### src/rtl/irq_controller12_pkg.sv
// Shared constants and types for the 24-line interrupt controller.
// Register addresses, FSM state encoding and bus/vector widths.
package irq_controller12_pkg;

  localparam int unsigned NUM_IRQ = 24;
  localparam int unsigned DATA_W  = 12;
  localparam int unsigned VEC_W   = 5;

  localparam logic [1:0] ADDR_MASK_LO = 2'd0;
  localparam logic [1:0] ADDR_MASK_HI = 2'd1;
  localparam logic [1:0] ADDR_PEND_LO = 2'd2;
  localparam logic [1:0] ADDR_PEND_HI = 2'd3;

  typedef enum logic [1:0] {
    IDLE    = 2'd0,
    REQ     = 2'd1,
    SERVICE = 2'd2
  } irq_state_t;

endpackage

### src/rtl/irq_edge_sync.sv
// Two-flop synchroniser plus rising-edge detect, one lane per input bit.
// All flops clear on reset so a line already high at release yields one edge.
module irq_edge_sync #(
  parameter int unsigned W = 1
) (
  input  logic         clk,
  input  logic         rst,
  input  logic [W-1:0] din,
  output logic [W-1:0] rise
);

  logic [W-1:0] sync1_q;
  logic [W-1:0] sync2_q;
  logic [W-1:0] prev_q;

  always_ff @(posedge clk) begin
    if (!rst) begin
      sync1_q <= '0;
      sync2_q <= '0;
      prev_q  <= '0;
    end else begin
      sync1_q <= din;
      sync2_q <= sync1_q;
      prev_q  <= sync2_q;
    end
  end

  assign rise = sync2_q & ~prev_q;

endmodule

### src/rtl/irq_controller12.sv
// Interrupt controller: edge-latched pending bits, software mask, fixed
// lowest-index priority and a req/ack/eoi handshake towards the core.
module irq_controller12
  import irq_controller12_pkg::*;
(
  input  logic               clk,
  input  logic               rst,
  input  logic [NUM_IRQ-1:0] irq_in,
  input  logic               reg_we,
  input  logic               reg_re,
  input  logic [1:0]         reg_addr,
  input  logic [DATA_W-1:0]  reg_wdata,
  output logic [DATA_W-1:0]  reg_rdata,
  output logic               int_req,
  output logic [VEC_W-1:0]   int_vector,
  input  logic               int_ack,
  input  logic               int_eoi
);

  function automatic logic [VEC_W-1:0] lowest_index(input logic [NUM_IRQ-1:0] v);
    logic [VEC_W-1:0] idx;
    logic             found;
    idx   = '0;
    found = 1'b0;
    for (int unsigned i = 0; i < NUM_IRQ; i++) begin
      if (v[i] && !found) begin
        idx   = VEC_W'(i);
        found = 1'b1;
      end
    end
    return idx;
  endfunction

  logic [NUM_IRQ-1:0] irq_rise;
  logic [NUM_IRQ-1:0] pending_q;
  logic [NUM_IRQ-1:0] pending_d;
  logic [NUM_IRQ-1:0] mask_q;
  logic [NUM_IRQ-1:0] active;
  logic [NUM_IRQ-1:0] clr_w1c;
  logic [NUM_IRQ-1:0] clr_ack;
  logic [DATA_W-1:0]  rdata_q;
  logic [VEC_W-1:0]   vec_q;
  logic [VEC_W-1:0]   vec_d;
  logic               ack_fire;
  irq_state_t         state_q;
  irq_state_t         state_d;

  irq_edge_sync #(.W(NUM_IRQ)) u_edge_sync (
    .clk  (clk),
    .rst  (rst),
    .din  (irq_in),
    .rise (irq_rise)
  );

  assign active = pending_q & ~mask_q;

  always_comb begin
    clr_w1c = '0;
    if (reg_we && reg_addr == ADDR_PEND_LO) clr_w1c[DATA_W-1:0]       = reg_wdata;
    if (reg_we && reg_addr == ADDR_PEND_HI) clr_w1c[NUM_IRQ-1:DATA_W] = reg_wdata;
  end

  assign clr_ack = ack_fire ? (NUM_IRQ'(1) << vec_q) : '0;

  // A fresh edge outranks any clear landing on the same bit in the same cycle.
  assign pending_d = (pending_q & ~(clr_w1c | clr_ack)) | irq_rise;

  always_ff @(posedge clk) begin
    if (!rst) begin
      pending_q <= '0;
      mask_q    <= '1;
      rdata_q   <= '0;
    end else begin
      pending_q <= pending_d;
      if (reg_we && reg_addr == ADDR_MASK_LO) mask_q[DATA_W-1:0]       <= reg_wdata;
      if (reg_we && reg_addr == ADDR_MASK_HI) mask_q[NUM_IRQ-1:DATA_W] <= reg_wdata;
      if (reg_re) begin
        case (reg_addr)
          ADDR_MASK_LO: rdata_q <= mask_q[DATA_W-1:0];
          ADDR_MASK_HI: rdata_q <= mask_q[NUM_IRQ-1:DATA_W];
          ADDR_PEND_LO: rdata_q <= pending_q[DATA_W-1:0];
          default:      rdata_q <= pending_q[NUM_IRQ-1:DATA_W];
        endcase
      end
    end
  end

  always_ff @(posedge clk) begin
    if (!rst) begin
      state_q <= IDLE;
      vec_q   <= '0;
    end else begin
      state_q <= state_d;
      vec_q   <= vec_d;
    end
  end

  // The vector is only re-latched in IDLE, so it stays frozen through REQ.
  always_comb begin
    state_d  = state_q;
    vec_d    = vec_q;
    ack_fire = 1'b0;
    case (state_q)
      IDLE: begin
        if (|active) begin
          vec_d   = lowest_index(active);
          state_d = REQ;
        end
      end
      REQ: begin
        if (int_ack) begin
          ack_fire = 1'b1;
          state_d  = SERVICE;
        end
      end
      SERVICE: begin
        if (int_eoi) state_d = IDLE;
      end
      default: state_d = IDLE;
    endcase
  end

  assign int_req    = (state_q == REQ);
  assign int_vector = vec_q;
  assign reg_rdata  = rdata_q;

endmodule

### config.mk
export PLATFORM = sky130hd
export DESIGN_NAME = irq_controller12
export DESIGN_NICKNAME = d
export VERILOG_FILES = /design/src/rtl/irq_controller12_pkg.sv /design/src/rtl/irq_edge_sync.sv /design/src/rtl/irq_controller12.sv
export SDC_FILE = /design/constraint.sdc
export NUM_CORES = 1
export LEC_CHECK = 0
export ABC_AREA = 1
export CORE_MARGIN = 4
export CORE_UTILIZATION = 46
export CTS_BUF_LIST = sky130_fd_sc_hd__clkbuf_4
export DETAILED_ROUTE_END_ITERATION = 16
export GPL_TIMING_DRIVEN = 0
export PLACE_DENSITY = 0.76
export SETUP_SLACK_MARGIN = 0.4
export SLEW_MARGIN = 20
export SYNTH_ARGS = -nofsm -noshare
export SYNTH_HDL_FRONTEND = slang
export SYNTH_HIERARCHICAL = 1
export SYNTH_SLANG_ARGS = --single-unit
### constraint.sdc
create_clock -name clk -period 2.8 [get_ports clk]
set_clock_uncertainty 0.05 [all_clocks]
set_input_delay 0.56 -clock clk [delete_from_list [all_inputs] [get_ports clk]]
set_output_delay 0.56 -clock clk [all_outputs]
set_load 0.02 [all_outputs]
# [After elaboration in Yosys (flattened, before gate mapping)]
# Cells that the tools add are included.
[totals] regBits=139 latchBits=0 ramBits=0 mem_bits_ro=0 word_cells=183 mem_count=0
[op_classes] n_addsub=0 n_mul=0 n_div=0 magnitude_cmp=0 n_eq_ne=8 shifts=1 n_mux=102 n_bitwise=8 reduce_logical=55
[op_table] cell="5-bit 2-to-1 mux" count=22
[op_table] cell="24-bit bitwise AND" count=3
[op_table] cell="1-bit 2-to-1 mux" count=72
[op_table] cell="24-bit NOT" count=3
[op_table] cell="24-bit OR" count=2
[op_table] cell="12-bit case mux with 3 select lines" count=1
[op_table] cell="1-bit logical AND" count=27
[op_table] cell="12-bit 2-to-1 mux" count=2
[op_table] cell="24-bit 2-to-1 mux" count=1
[op_table] cell="24-bit OR reduction" count=1
[op_table] cell="1-bit by 5-bit left shift with 24-bit output, first input constant" count=1
[op_table] cell="1-bit zero test" count=23
[op_table] cell="2-bit == test, second input constant" count=3
[op_table] cell="2-bit 2-to-1 mux" count=3
[op_table] cell="2-bit case mux with 3 select lines" count=1
[op_table] cell="2-bit by 1-bit == test with 1-bit output, second input constant" count=2
[op_table] cell="2-bit zero test" count=2
[op_table] cell="2-bit != test, second input constant" count=2
[op_table] cell="3-bit AND reduction" count=1
[op_table] cell="2-bit by 1-bit != test with 1-bit output, second input constant" count=1
[op_table] cell="2-bit AND reduction" count=1

# [Depth between registers and ports, before layout]
[depth] ltp_word=118 mapped_depth=14 depth_no_buf=14

# [Cells and area by module]
# The synthesis kept the hierarchy.
[by_module_without_submodules] module="irq_controller12" n_inst=1 cells_each=503 area_per_inst_um2=3415.8 seq_area_each_um2=1341.3
[by_module_without_submodules] module="irq_edge_sync" n_inst=1 cells_each=272 area_per_inst_um2=2252.2 seq_area_each_um2=1441.4

# [Worst setup path before layout]
# OpenSTA, ideal clock, no wires.
[synth_timing] path_type="reg2reg" from="reg state_q[0]" to="reg pending_q[14]" t_arrival_ns=1.569 required_ns=2.618 setup_slack_ns=1.049 stages_incl_launch_ff=10 synth_period_minus_slack_ns=1.751 path_cell_list="dfxtp_1 > inv_1 > nor2_1 > nand2_1 > nor2_4 > inv_1 > nor2_4 > inv_1 > o211ai_1 > a21oi_1"
[synth_via] elab_chain_len=7
[synth_rtl] element="start, declared" line_no="irq_controller12.sv:45" rtl="irq_state_t state_q;"
[synth_rtl] element="start signal, assigned" line_no="irq_controller12.sv:93" rtl="state_q <= state_d;"
[synth_rtl] element="2-bit by 1-bit == test with 1-bit output"
[synth_rtl] element="via int_req" line_no="irq_controller12.sv:14" rtl="output logic int_req,"
[synth_rtl] element="1-bit 2-to-1 mux" line_no="irq_controller12.sv:103" rtl="case (state_q)"
[synth_rtl] element="24-bit 2-to-1 mux" line_no="irq_controller12.sv:63" rtl="assign clr_ack = ack_fire ? (NUM_IRQ'(1) << vec_q) : '0;"
[synth_rtl] element="24-bit OR" line_no="irq_controller12.sv:66" rtl="assign pending_d = (pending_q & ~(clr_w1c | clr_ack)) | irq_rise;"
[synth_rtl] element="24-bit NOT" line_no="irq_controller12.sv:66"
[synth_rtl] element="24-bit bitwise AND" line_no="irq_controller12.sv:66"
[synth_rtl] element="24-bit OR" line_no="irq_controller12.sv:66"
[synth_rtl] element="end signal, assigned" line_no="irq_controller12.sv:74" rtl="pending_q <= pending_d;"
[synth_rtl] element="end, declared" line_no="irq_controller12.sv:35" rtl="logic [NUM_IRQ-1:0] pending_q;"
# The timed path passes the listed nets, and every way through them passes these cells.
# A chain may end at the register's enable or synchronous reset.

# [Final worst setup path]
[layout_timing] from="reg vec_q[3], in the netlist int_vector[3]" to="out int_vector[3]"
[layout_rtl] element="start, declared" line_no="irq_controller12.sv:42" rtl="logic [VEC_W-1:0] vec_q;"
[layout_rtl] element="start signal, assigned" line_no="irq_controller12.sv:94" rtl="vec_q <= vec_d;"
[layout_rtl] element="end, declared" line_no="irq_controller12.sv:15" rtl="output logic [VEC_W-1:0] int_vector,"
# No word-level cell between the ends.

==> metrics.yaml <==
yosys:
  synth-async-reset-ratio_pct: 0
  synth-seq-cells: 139
  yosysWarningCount: 6
  synthDistinctLibCells: 29
  syn_nets: 819
  synthAdderAreaFrac_pct: 0
  synth_compound_area_share_pct: 13.5
  synth_top_family_by_area: "simple AND/OR/NAND/NOR gates"
  avgSynthCellArea_um2: 7.31
  yosys.area_share.xor_xnor_pct: 0
  ys.flop_type: "dfxtp_1"
  synthSimpleGateAreaFrac_pct: 23.2
  synth_area_um2: 5670
  synthMuxAreaShare_pct: 0
  seq_area_frac_synth_pct: 49.1
  synth_cells: 775
  synth_edf_count: 0
global_routing:
  grt_pass1_vias: 4408
  grt-ovfl-total: 0
  grt_first_pass_wirelength_mm: 22.5
  grt_antenna_before_repair: 0
  grt_max_degree: 17
  grtUsageTotal_pct: 20.5
clock_tree:
  cts_max_level: 4
  numCtsBuffers: 17
  insertion_delay_ns: 0.55
  cts_root_buf: "clkbuf_4"
  clk_pin_slew_worst_paths_ns: 0.12
  cts_sinks: 139
  ctsHoldBuffers: 0
  cts_tree: "done"
  clockBufferDepth: 2
routing:
  vias: 4954
  totalWireLength_mm: 14.1
  viasPerCell: 4.78
  ant_nets: 0
  detail_route.wl_per_cell_um: 13.6
  drc_errors: 0
  drt_iter0_markers: 369
  firstDrtPassIters: 7
sta:
  final.setup.tns_ns: 0
  hold_viol: 0
  slew_headroom_pct: 49.7
  finalCriticalPeriod_ns: 2.33
  setup_viol: 0
  worst_pin_slew_ns: 0.748
  fin_crit_sh_pct: 83.1
  grt_setup_unrepaired: "no"
  clock.fmax_mhz: 430
  final_max_slew_viol_count: 0
pwr:
  combPwrFrac_pct: 13.0
  clockPowerShare_pct: 35.4
  swShare_pct: 27.2
  ir_drop_uv: 371
  p_leak_uw: 0.00352
  p_seq_share_pct: 51.6
  powerDensity_nw_per_um2: 611
  switchingPower_uw: 1130
  p_int_uw: 3030
  total_power_uw: 4170
critical_path:
  worstPathMaxFanout: 8
  critPathLaunchType: "flop"
  crit_path_cell_trace: "clkdlybuf4s50_1"
  setup.worst_path.end_class: "primary output"
  path_buf_inv: 1
  arrival_ns: 1.72
  cp_slowest_cell: "clkdlybuf4s50_1"
  required_ns: 2.19
  slowest_delay_ns: 0.67
  crit_family: "buffers and inverters"
  critPathKind: "reg2out"
hold_path:
  hold_path_class: "reg2reg"
cells_and_area:
  n_antenna_cell: 0
  fill_cells: 1136
  fin_util_pct: 56.6
  ff_latch_area_um2: 2780
  multiInputGateArea_um2: 2080
  drive_gt1_share_pct: 7.26
  layout.nets: 899
  area_growth_pct: 20.4
die:
  initial_core_util_pct: 47.0
  die_area_um2: 14200
  core_um2: 12100
  io_pins: 62
  die_w_um: 119
  die_h_um: 119
  row_count: 40
placed_design:
  portBuffers: 61
  hpwl_mm: 10.9
  place_congestion: 0.959
flow_run:
  maxCapViolCount: 0
run_status:
  status: "finished, final reports clean"
per-layer routing:
metal	global-route usage (%)	wire length, um	up-vias
li1	-	-	2560
met1	25.6	6010	2183
met2	32.9	6520	174
met3	5.37	1090	37
met4	9.70	513	0
met5	0	0	-
registers in the layout, summed over array words and instances, names as in the netlist:
name,flops
reg_rdata,12
u_edge_sync/prev_q,24
u_edge_sync/sync1_q,24
int_vector,5
mask_q,24
u_edge_sync/sync2_q,24
state_q,2
pending_q,24
stage by stage:
stage / setup slack (ns) / instance area [um2] / hold slack, ns / instances
3_3_place_gp: 0.275 / 6490 / 0.342 / 1004
2_1_floorplan: 1.05 / 5670 / 0.340 / 775
6_report: 0.473 / 6820 / 0.347 / 1036
5_1_grt: 0.402 / 6820 / 0.363 / 1036
4_1_cts: 0.410 / 6820 / 0.351 / 1036
3_5_place_dp: 0.279 / 6490 / 0.345 / 1004
cell usage after synthesis (all sizes together), types with 2 or more instances:
master | number | area, um2
nand2 | 189 | 734
inv | 174 | 653
dfxtp | 139 | 2780
nor2 | 89 | 372
a21oi | 36 | 180
o211ai | 27 | 203
o21ai | 23 | 115
nand3 | 20 | 110
a31oi | 15 | 93.8
clkbuf | 13 | 48.8
buf | 10 | 100
nand4 | 7 | 43.8
nor3 | 7 | 35.0
o221ai | 7 | 61.3
o22ai | 7 | 43.8
a221oi | 5 | 43.8
nor4 | 2 | 12.5
layout by cell type (no fill, tap or decap), drive strengths merged, types with 2 or more instances in the layout:
cell type,n
nand3,20
o221ai,7
nand2,189
nor4,2
clkdlybuf4s50,60
nand4,7
o211ai,27
a21oi,36
clkbuf,32
nor2,89
buf,10
clkinv,5
o21ai,23
dfxtp,139
a31oi,15
bufinv,4
o22ai,7
nor3,7
inv,178
a221oi,5
power groups by stage:
| stage | combinational [uW] | clock, uW | sequential (uW) |
|---|---|---|---|
| 2_1_floorplan | 288 | 0 | 2200 |
| 3_3_place_gp | 537 | 0 | 2190 |
| 3_5_place_dp | 538 | 0 | 2190 |
| 4_1_cts | 540 | 1500 | 2150 |
| 5_1_grt | 598 | 1580 | 2160 |
| 6_report | 542 | 1470 | 2150 |
path summary, 6_finish.rpt:
check,slack [ns],cells after the start,end,start
min,0.35,2,u_edge_sync/sync2_q[18],u_edge_sync/sync1_q[18]
min reg2reg,0.35,2,u_edge_sync/sync2_q[18],u_edge_sync/sync1_q[18]
max,0.47,1,int_vector[3],int_vector[3]
max reg2reg,0.96,5,pending_q[3],int_vector[0]
kinds of logic (layout without fill, tap and decap cells):
family / after synthesis / after routing
buffers and inverters: 198 / 291
and+or+nand+nor: 315 / 315
DFF: 139 / 139
AOI/OAI and AO/OA: 123 / 123
repair_timing:
action                     CTS  global route
setup endpoints to repair    0             1
gates resized for setup      0             1
setup buffers                0             0
cell type report:
| cell class | instances | area share, % |
|---|---|---|
| buffer | 23 | 2.18 |
| clock buffer | 19 | 2.09 |
| clock inverter | 13 | 2.77 |
| inverter | 175 | 9.63 |
| multi-input combinational | 438 | 30.5 |
| sequential | 139 | 40.8 |
| tap | 168 | 3.08 |
| timing repair buffer | 61 | 8.99 |
Power figures use the tool's default switching activity.
